## src/rtl/matmul_apb_slave.sv

```systemverilog
// APB register slave for a matrix-multiply core.
// It holds the control word and the A/B operand lines, and it forwards flag
// and scratchpad reads. Writes complete in the first ACCESS cycle. Reads take
// one extra RDWAIT cycle, which gives the scratchpad its one-cycle read latency.
module matmul_apb_slave #(
  parameter int DATA_WIDTH = 8,
  parameter int MAX_DIM    = 4,
  parameter int BUS_WIDTH  = MAX_DIM * DATA_WIDTH,
  parameter int ADDR_WIDTH = 16
) (
  input  logic                           clk_i,
  input  logic                           rst_ni,
  input  logic                           psel_i,
  input  logic                           penable_i,
  input  logic                           pwrite_i,
  input  logic [ADDR_WIDTH-1:0]          paddr_i,
  input  logic [BUS_WIDTH-1:0]           pwdata_i,
  input  logic [MAX_DIM-1:0]             pstrb_i,
  output logic [BUS_WIDTH-1:0]           prdata_o,
  output logic                           pready_o,
  output logic                           pslverr_o,
  input  logic                           busy_i,
  input  logic [BUS_WIDTH-1:0]           flags_i,
  output logic                           sp_rd_en_o,
  output logic [1:0]                     sp_rd_sel_o,
  output logic [$clog2(MAX_DIM)-1:0]     sp_rd_row_o,
  input  logic [BUS_WIDTH-1:0]           sp_rd_data_i,
  output logic                           start_o,
  output logic [15:0]                    ctrl_o,
  output logic [MAX_DIM*BUS_WIDTH-1:0]   operand_a_o,
  output logic [MAX_DIM*BUS_WIDTH-1:0]   operand_b_o
);

  localparam int ROW_W = $clog2(MAX_DIM);

  // Writable control bits: mode, write/read targets, n, k, m.
  // The start bit and the reserved bits are always stored as 0.
  localparam logic [15:0] CTRL_MASK = 16'h3F3E;

  typedef enum logic [1:0] {
    S_IDLE,
    S_ACCESS,
    S_RDWAIT
  } state_e;

  // Register index taken from paddr_i[4:2].
  // Index 0 is CONTROL, 1 is OPERAND_A, 2 is OPERAND_B, 3 is FLAGS and 4-7 are SP0-SP3.
  localparam logic [2:0] R_CTRL  = 3'd0;
  localparam logic [2:0] R_OPA   = 3'd1;
  localparam logic [2:0] R_OPB   = 3'd2;
  localparam logic [2:0] R_FLAGS = 3'd3;

  state_e                             state_q;
  logic [15:0]                        ctrl_q;
  logic                               start_q;
  logic [MAX_DIM-1:0][BUS_WIDTH-1:0]  opa_q;
  logic [MAX_DIM-1:0][BUS_WIDTH-1:0]  opb_q;

  logic [2:0]       reg_sel;
  logic [ROW_W-1:0] line;
  logic             aligned;
  logic             wr_done;
  logic             rd_done;
  logic             wr_err;
  logic             commit;
  logic             unused_ok;

  assign reg_sel = paddr_i[4:2];
  assign line    = paddr_i[5 +: ROW_W];
  assign aligned = (paddr_i[1:0] == 2'b00);

  // The completing cycle is decoded from the live psel_i.
  // If psel_i drops mid-transfer, the cycle never completes, so no write commits.
  assign wr_done = (state_q == S_ACCESS) && psel_i && pwrite_i;
  assign rd_done = (state_q == S_RDWAIT) && psel_i;
  assign wr_err  = !aligned || (reg_sel >= R_FLAGS) || busy_i;
  assign commit  = wr_done && !wr_err;

  assign pready_o  = wr_done || rd_done;
  assign pslverr_o = (wr_done && wr_err) || (rd_done && !aligned);

  assign ctrl_o      = ctrl_q;
  assign start_o     = start_q;
  assign operand_a_o = opa_q;
  assign operand_b_o = opb_q;

  // Only some address and data bits are decoded.
  // The remaining bits and penable outside the setup check are intentionally ignored.
  assign unused_ok = ^{paddr_i, pwdata_i, penable_i};

  // Drive the scratchpad read request during the ACCESS cycle of an aligned SPx read.
  always_comb begin
    // NOTE: give every output a default first, so that no path through this block infers a latch.
    sp_rd_en_o  = 1'b0;
    sp_rd_sel_o = '0;
    sp_rd_row_o = '0;
    if ((state_q == S_ACCESS) && psel_i && !pwrite_i && aligned && reg_sel[2]) begin
      sp_rd_en_o  = 1'b1;
      sp_rd_sel_o = reg_sel[1:0];
      sp_rd_row_o = line;
    end
  end

  // Select read data. It is nonzero only in a read-completing cycle.
  always_comb begin
    prdata_o = '0;
    if (rd_done && aligned) begin
      case (reg_sel)
        R_CTRL:  prdata_o = BUS_WIDTH'(ctrl_q);
        R_OPA:   prdata_o = opa_q[line];
        R_OPB:   prdata_o = opb_q[line];
        R_FLAGS: prdata_o = flags_i;
        default: prdata_o = sp_rd_data_i;
      endcase
    end
  end

  // Transfer sequencing: IDLE, then ACCESS, then RDWAIT for reads only.
  always_ff @(posedge clk_i or negedge rst_ni) begin
    if (!rst_ni) begin
      state_q <= S_IDLE;
    end else begin
      // NOTE: sequential state uses non-blocking assignments, so every flop samples the values from before this edge.
      case (state_q)
        S_IDLE:   if (psel_i && !penable_i) state_q <= S_ACCESS;
        S_ACCESS: state_q <= (psel_i && !pwrite_i) ? S_RDWAIT : S_IDLE;
        default:  state_q <= S_IDLE;
      endcase
    end
  end

  // Commit register writes at the end of the pready cycle.
  // A committed start bit becomes a one-cycle start_o pulse.
  always_ff @(posedge clk_i or negedge rst_ni) begin
    if (!rst_ni) begin
      // NOTE: the operand lines are plain flops rather than a RAM, so they can be reset to zero directly.
      ctrl_q  <= '0;
      start_q <= 1'b0;
      opa_q   <= '0;
      opb_q   <= '0;
    end else begin
      start_q <= commit && (reg_sel == R_CTRL) && pwdata_i[0];
      if (commit) begin
        case (reg_sel)
          R_CTRL: ctrl_q <= pwdata_i[15:0] & CTRL_MASK;
          R_OPA: begin
            for (int e = 0; e < MAX_DIM; e++)
              if (pstrb_i[e])
                opa_q[line][e*DATA_WIDTH +: DATA_WIDTH] <= pwdata_i[e*DATA_WIDTH +: DATA_WIDTH];
          end
          R_OPB: begin
            for (int e = 0; e < MAX_DIM; e++)
              if (pstrb_i[e])
                opb_q[line][e*DATA_WIDTH +: DATA_WIDTH] <= pwdata_i[e*DATA_WIDTH +: DATA_WIDTH];
          end
          default: ;
        endcase
      end
    end
  end

endmodule

```

## config.mk

```make
export PLATFORM = sky130hd
export DESIGN_NAME = matmul_apb_slave
export DESIGN_NICKNAME = d
export VERILOG_FILES = /design/src/rtl/matmul_apb_slave.sv
export SDC_FILE = /design/constraint.sdc
export NUM_CORES = 1
export LEC_CHECK = 0
export CAP_MARGIN = 20
export CORE_AREA = 2 2 170 172
export CTS_CLUSTER_DIAMETER = 150
export DETAILED_ROUTE_END_ITERATION = 10
export DIE_AREA = 0 0 172 174
export GPL_ROUTABILITY_DRIVEN = 0
export PLACE_DENSITY = 0.86
export SYNTH_ARGS = -nofsm -noshare
export SYNTH_HDL_FRONTEND = slang
export SYNTH_SLANG_ARGS = --single-unit
export TNS_END_PERCENT = 5
```

## constraint.sdc

```tcl
create_clock -name clk_i -period 3.07 [get_ports clk_i]
set_input_delay 0.4605 -clock clk_i [delete_from_list [all_inputs] [get_ports clk_i]]
set_output_delay 0.4605 -clock clk_i [all_outputs]
set_load 0.02 [all_outputs]
```

==> results of run 1 <==
-- worst min path at each step --
stage | from | to | cells after the start | slack (ps)
3_3_place_gp | operand_a_o[122] | operand_a_o[122] | 1 | 490
6_report | penable_i | state_q[0] | 2 | 460
3_5_place_dp | operand_a_o[94] | operand_a_o[94] | 1 | 500
5_1_grt | penable_i | state_q[0] | 2 | 460
2_1_floorplan | rst_ni | ctrl_o[10] | 0 | 160
4_1_cts | penable_i | state_q[0] | 2 | 430
-- cell type report --
class                           count  area (sq um)
Clock buffer                       42           855
Inverter                            2          7.51
Fill cell                        1942          8440
Tap cell                          384           480
Timing Repair Buffer              507          5460
Antenna cell                        1          2.50
Multi-Input combinational cell    588          6110
Clock inverter                      8           123
Sequential cell                   270          6760
-- power by group --
part | switching [mW] | internal, mW
registers | 0.0114 | 3.57
logic | 0.347 | 0.272
clock network | 1.40 | 2.17
total | 1.75 | 6.01
-- stage by stage --
stage	worst slack, ps	hold slack (ps)	util (%)	cells
after detailed placement	-103	502	66.5	1750
after global routing	3.38	455	70.1	1802
final	41.9	461	70.1	1802
after global placement	-123	489	66.5	1750
after CTS	5.29	432	69.9	1801
after floorplan	720	165	-	911
-- cells by family after synthesis --
family / Yosys count / share of synthesized area [%]
AOI/OAI and AO/OA: 109 / 5.54
buffers and inverters: 53 / 1.78
DFF: 270 / 51.7
muxes: 384 / 35.2
other: 1 / 0.0287
and+or+nand+nor: 90 / 5.75
-- layer usage --
| metal | vias up | GRT usage (%) | share of wire, % | wire [um] |
|---|---|---|---|---|
| met5 | - | 0 | 0 | 0 |
| met4 | 0 | 12.5 | 4.3 | 1980 |
| met3 | 130 | 7.19 | 8.4 | 3860 |
| met2 | 597 | 50.8 | 49 | 22700 |
| met1 | 5370 | 37.3 | 38 | 17500 |
| li1 | 4443 | - | - | - |
-- state kept, by name, indices dropped and copies added (netlist names) --
name / count
operand_a_o: 128
operand_b_o: 128
state_q: 2
ctrl_o: 11
start_o: 1
-- timing repair --
action	CTS	global route
pin swaps	1	0
hold buffers	1	0
hold endpoints to repair	82	0
setup endpoints to repair	16	16
buffers inserted	0	0
resized for setup	14	16
-- cell usage in the layout (no fill, tap or decap), drive strengths merged, types with 2 or more instances in the layout --
master,n
nand2b,2
dfrtp,270
and3,3
nor2b,7
nand2,15
nand3,4
o221ai,21
o21ai,11
bufinv,3
nand3b,4
nand4,4
a222oi,11
clkbuf,42
clkinv,4
mux4,32
o22ai,21
nor2,37
nor4,2
and2,6
a21oi,32
clkdlybuf4s50,386
dlymetal6s2s,16
buf,91
conb,5
inv,3
dlygate4sd2,13
mux2,289
mux2i,63
a31oi,11
==> reports/qor.yml, run 1 <==
status:
  status: "finished clean"
detailed_routing:
  drt_iter0_markers: 745
  drtPass1Iterations: 8
  vias: 10500
  wire_per_inst_um: 25.6
  drt_wl_total_mm: 46.1
  antenna_left: 0
  drc: 0
  avgViaCountPerCell: 5.85
floorplan:
  ios: 434
  coreArea_sq_um: 28200
  die_h_um: 174
  initial_core_util_pct: 46.3
  rows: 62
  die_width_um: 172
  die_area_sq_um: 29900
synth:
  yosys.area.top_type: "dfrtp_1"
  synth.area.top_cells: "dfrtp_1 (52%), mux2_2 (24%), mux4_2 (5.5%), mux2i_1 (4.8%), nor2_4 (2.8%)"
  yosysTopAreaCellShare_pct: 51.7
  yosys_warnings: 0
  ys_ff_latch: 270
  ys_async_sr_fraction_pct: 100
  synth_flop_cell: "dfrtp_1"
  ys_types: 37
  synth_commonest_cells: "mux2_2 (283), dfrtp_1 (270), mux2i_1 (63)"
  synth_edf_count: 0
  syn-instance-count: 907
  synth.most_common_cell: "mux2_2"
  yosysSeqAreaShare_pct: 51.7
  syn_area_sq_um: 13100
  syn_area_per_cell_sq_um: 14.4
worst_setup_path:
  r2r-start: "state_q[0]"
  path_buf_inv: 4
  worstSetupPathType: "primary input to output pin"
  start_kind: "primary input"
  worst_path_largest_cell_delay_ps: 540
  worstPathArrival_ps: 2570
  r2r_slack_ps: 1080
  path_depth: 7
  critPathMaxFanout: 7
  worstPathRequired_ps: 2610
  end_kind: "output pin"
  slowest_stage: "clkdlybuf4s50_1"
  crit_start: "paddr_i[2]"
  reg2reg_depth: 5
  rr_endpoint: "operand_b_o[36]"
  cpLargestDelayFamily: "buffers and inverters"
  crit_end: "prdata_o[30]"
  worstPathCellList: "clkdlybuf4s50_1, buf_4, or2_2, buf_4, o221ai_1, a21oi_1, clkdlybuf4s50_1"
sta:
  tightest_slew_ps: 719
  finalCriticalPeriod_ps: 3030
  max_freq_mhz: 330
  setup_viol: 0
  rsz0062_at_grt: "no"
  hold_viol: 0
  fin_crit_sh_pct: 98.6
  slew_violations: 0
  finalClockSkew_ps: 10.6
  relSlewSlack_pct: 52.0
  setup_tns_ps: 0
clock_network:
  clkTransAtPathRegs_ps: 60
  cts_buffer_depth: 3
  tritoncts: "done"
  cts_made_buffers: 28
  clock_latency_ps: 540
  root_buffer: "clkbuf_16"
  clock-sinks: 270
  cts_htree_levels: 1
power_and_ir_drop:
  power.density_nw_per_um2: 392
  vdd_drop_max_v: 0.000386
  p_total_mw: 7.76
  p_leak_nw: 9.07
min_path:
  hp-class: "primary input to register"
grt:
  grt_max_degree: 90
  antenna_found_initial: 1
  grt_pass1_wl_mm: 68.0
  overflow: 0
  grt_usage_pct: 30.2
  grt_pass1_vias: 11000
cells_and_area:
  nets: 1519
  area_growth_syn_to_layout_pct: 51.4
  final_area_sq_um: 19800
  drive_gt1_share_pct: 34.7
placed_design:
  dp_hpwl_mm: 33.0
  place_area_sq_um: 18800
  portBuffers: 419
run:
  cap_viol_max_count: 0
Power figures use the tool's default switching activity.
==> run 2: changes to the inputs <==
- CORE_AREA: 2 2 170 172 -> 2 2 167 169
- DIE_AREA: 0 0 172 174 -> 0 0 169 171
- DONT_BUFFER_PORTS: not set -> 1
- PLACE_DENSITY: 0.86 -> 0.68
==> reports/qor.yml, run 2 (synthesis results as in run 1) <==
sta:
  setup_tns_ps: 0  # unchanged
  hold_viol: 270  # +270
  relSlewSlack_pct: 42.1  # -9.9 points
  rsz0062_at_grt: "no"
  holdWs_ps: -393  # -854 ps
  tightest_slew_ps: 868  # +148 ps
  finalClockSkew_ps: 11.6  # +1.02 ps
  finalCriticalPeriod_ps: 2900  # -127 ps
  slew_violations: 0  # unchanged
  setup_viol: 0  # unchanged
  max_freq_mhz: 345  # +4.4%
  fin_crit_sh_pct: 94.5  # -4.1 points
power_and_ir_drop:
  p_total_mw: 7.50  # -3.4%
  combPwrFrac_pct: 2.4  # -5.6 points
  p_int_mw: 5.92  # -1.4%
  vdd_drop_max_v: 0.000489  # +27%
  power.density_nw_per_um2: 513  # +31%
  pwr-share-clk_pct: 49.7  # +3.8 points
  p_leak_nw: 6.82  # -25%
  swShare_pct: 21.0  # -1.6 points
  seq_power_share_pct: 48.0  # +1.9 points
  switching_power_mw: 1.57  # -10%
worst_setup_path:
  end_kind: "output pin"
  reg2reg_depth: 4  # -1
  crit_start: "state_q[0]"
  worstPathArrival_ps: 2440  # -130 ps
  rr_endpoint: "operand_b_o[6]"
  worstPathRequired_ps: 2610  # about the same
  start_kind: "register"
  worstSetupPathType: "register to output pin"
  r2r-start: "state_q[0]"
  r2r_slack_ps: 980  # -100 ps
  critPathMaxFanout: 12  # +5
clock_network:
  tritoncts: "done"
  postCtsHoldBufs: 2  # +1
  clock_latency_ps: 560  # +20 ps
  clock-sinks: 270  # unchanged
  cts_htree_levels: 1  # unchanged
  postCtsSetupRepairBufs: 0  # unchanged
  cts_made_buffers: 29  # +3.6%
  cts_buffer_depth: 3  # unchanged
  post_cts_resized: 0  # -14
  clkTransAtPathRegs_ps: 60  # about the same
  root_buffer: "clkbuf_16"
cells_and_area:
  fillers: 2285  # +18%
  nets: 1049  # -31%
  final_area_sq_um: 14600  # -26%
  final_util_pct: 53.5  # -17 points
  layout_common_cells: "mux2_2 (283), dfrtp_1 (270), mux2i_1 (63)"
  layout_commonest_cell: "mux2_2"
  area_growth_syn_to_layout_pct: 11.8
  drive_gt1_share_pct: 45.8  # +11 points
placed_design:
  dp_hpwl_mm: 27.6  # -16%
  portBuffers: 0  # -100%
  place_area_sq_um: 13600  # -28%
floorplan:
  die_area_sq_um: 28900  # -3.4%
  rows: 61  # -1.6%
  die_width_um: 169  # -1.7%
  ios: 434  # unchanged
  coreArea_sq_um: 27300  # -3.2%
  die_h_um: 171  # -1.7%
  initial_core_util_pct: 47.9  # +1.5 points
grt:
  grt_pass1_wl_mm: 57.4  # -16%
  grt_usage_pct: 26.8  # -3.4 points
  grt_pass1_vias: 8640  # -22%
  antenna_found_initial: 3  # +2
  overflow: 0  # unchanged
  grt_max_degree: 271  # +200%
detailed_routing:
  antenna_left: 0  # unchanged
  wire_per_inst_um: 31.0  # +21%
  drc: 0  # unchanged
  drt_wl_total_mm: 40.2  # -13%
  avgViaCountPerCell: 6.46  # +10%
  vias: 8369  # -21%
  drt_iter0_markers: 440  # -41%
  drtPass1Iterations: 5  # -3
status:
  violations: "negative hold slack"
  status: "finished with violations"
run:
  cap_viol_max_count: 0  # unchanged
min_path:
  hp-class: "primary input to async pin"
## run 2: worst max-delay path: stages, from the launching register on
cell and delay, ps:
dfrtp_1 450, nor2b_1 160, and3_2 500, buf_4 240, o221ai_1 120, a21oi_1 400
## run 2: cell type report
class | count | area [sq um] | area share (%)
multi-input cells | 588 | 6100 | 41.8
diodes | 3 | 7.51 | 0.0514
well taps | 346 | 433 | 2.96
flip-flops and latches | 270 | 6760 | 46.2
clock inverters | 11 | 188 | 1.28
inverters | 2 | 7.51 | 0.0514
repair buffers | 36 | 300 | 2.05
clock buffers | 40 | 817 | 5.59
## run 2: worst max-delay path by stage
stage,end,slack [ps],depth (start not counted)
floorplan,prdata_o[10],720,6
global placement,prdata_o[18],460,5
detailed placement,prdata_o[15],430,5
CTS,prdata_o[15],150,5
global route,prdata_o[28],50,5
finish,prdata_o[15],170,5
## run 2: layer usage
metal	global-route usage [%]	share of wire [%]
met4	9.70	3.4
met3	8.03	8.9
met5	1.74	0.040
met2	45.1	49
met1	32.7	39
## run 2: metrics by stage
| step | cells | worst slack, ps |
|---|---|---|
| 2_1_floorplan | 911 | 720 |
| 3_3_place_gp | 1240 | 461 |
| 3_5_place_dp | 1240 | 433 |
| 4_1_cts | 1293 | 153 |
| 5_1_grt | 1296 | 54.8 |
| 6_report | 1296 | 169 |
## run 2: power by group through the flow
stage	Clock [mW]	Combinational (mW)	Sequential, mW
floorplan	0	0.182	3.66
global placement	0	0.174	3.66
detailed placement	0	0.176	3.66
CTS	3.78	0.179	3.60
global route	3.91	0.189	3.60
finish	3.72	0.179	3.60
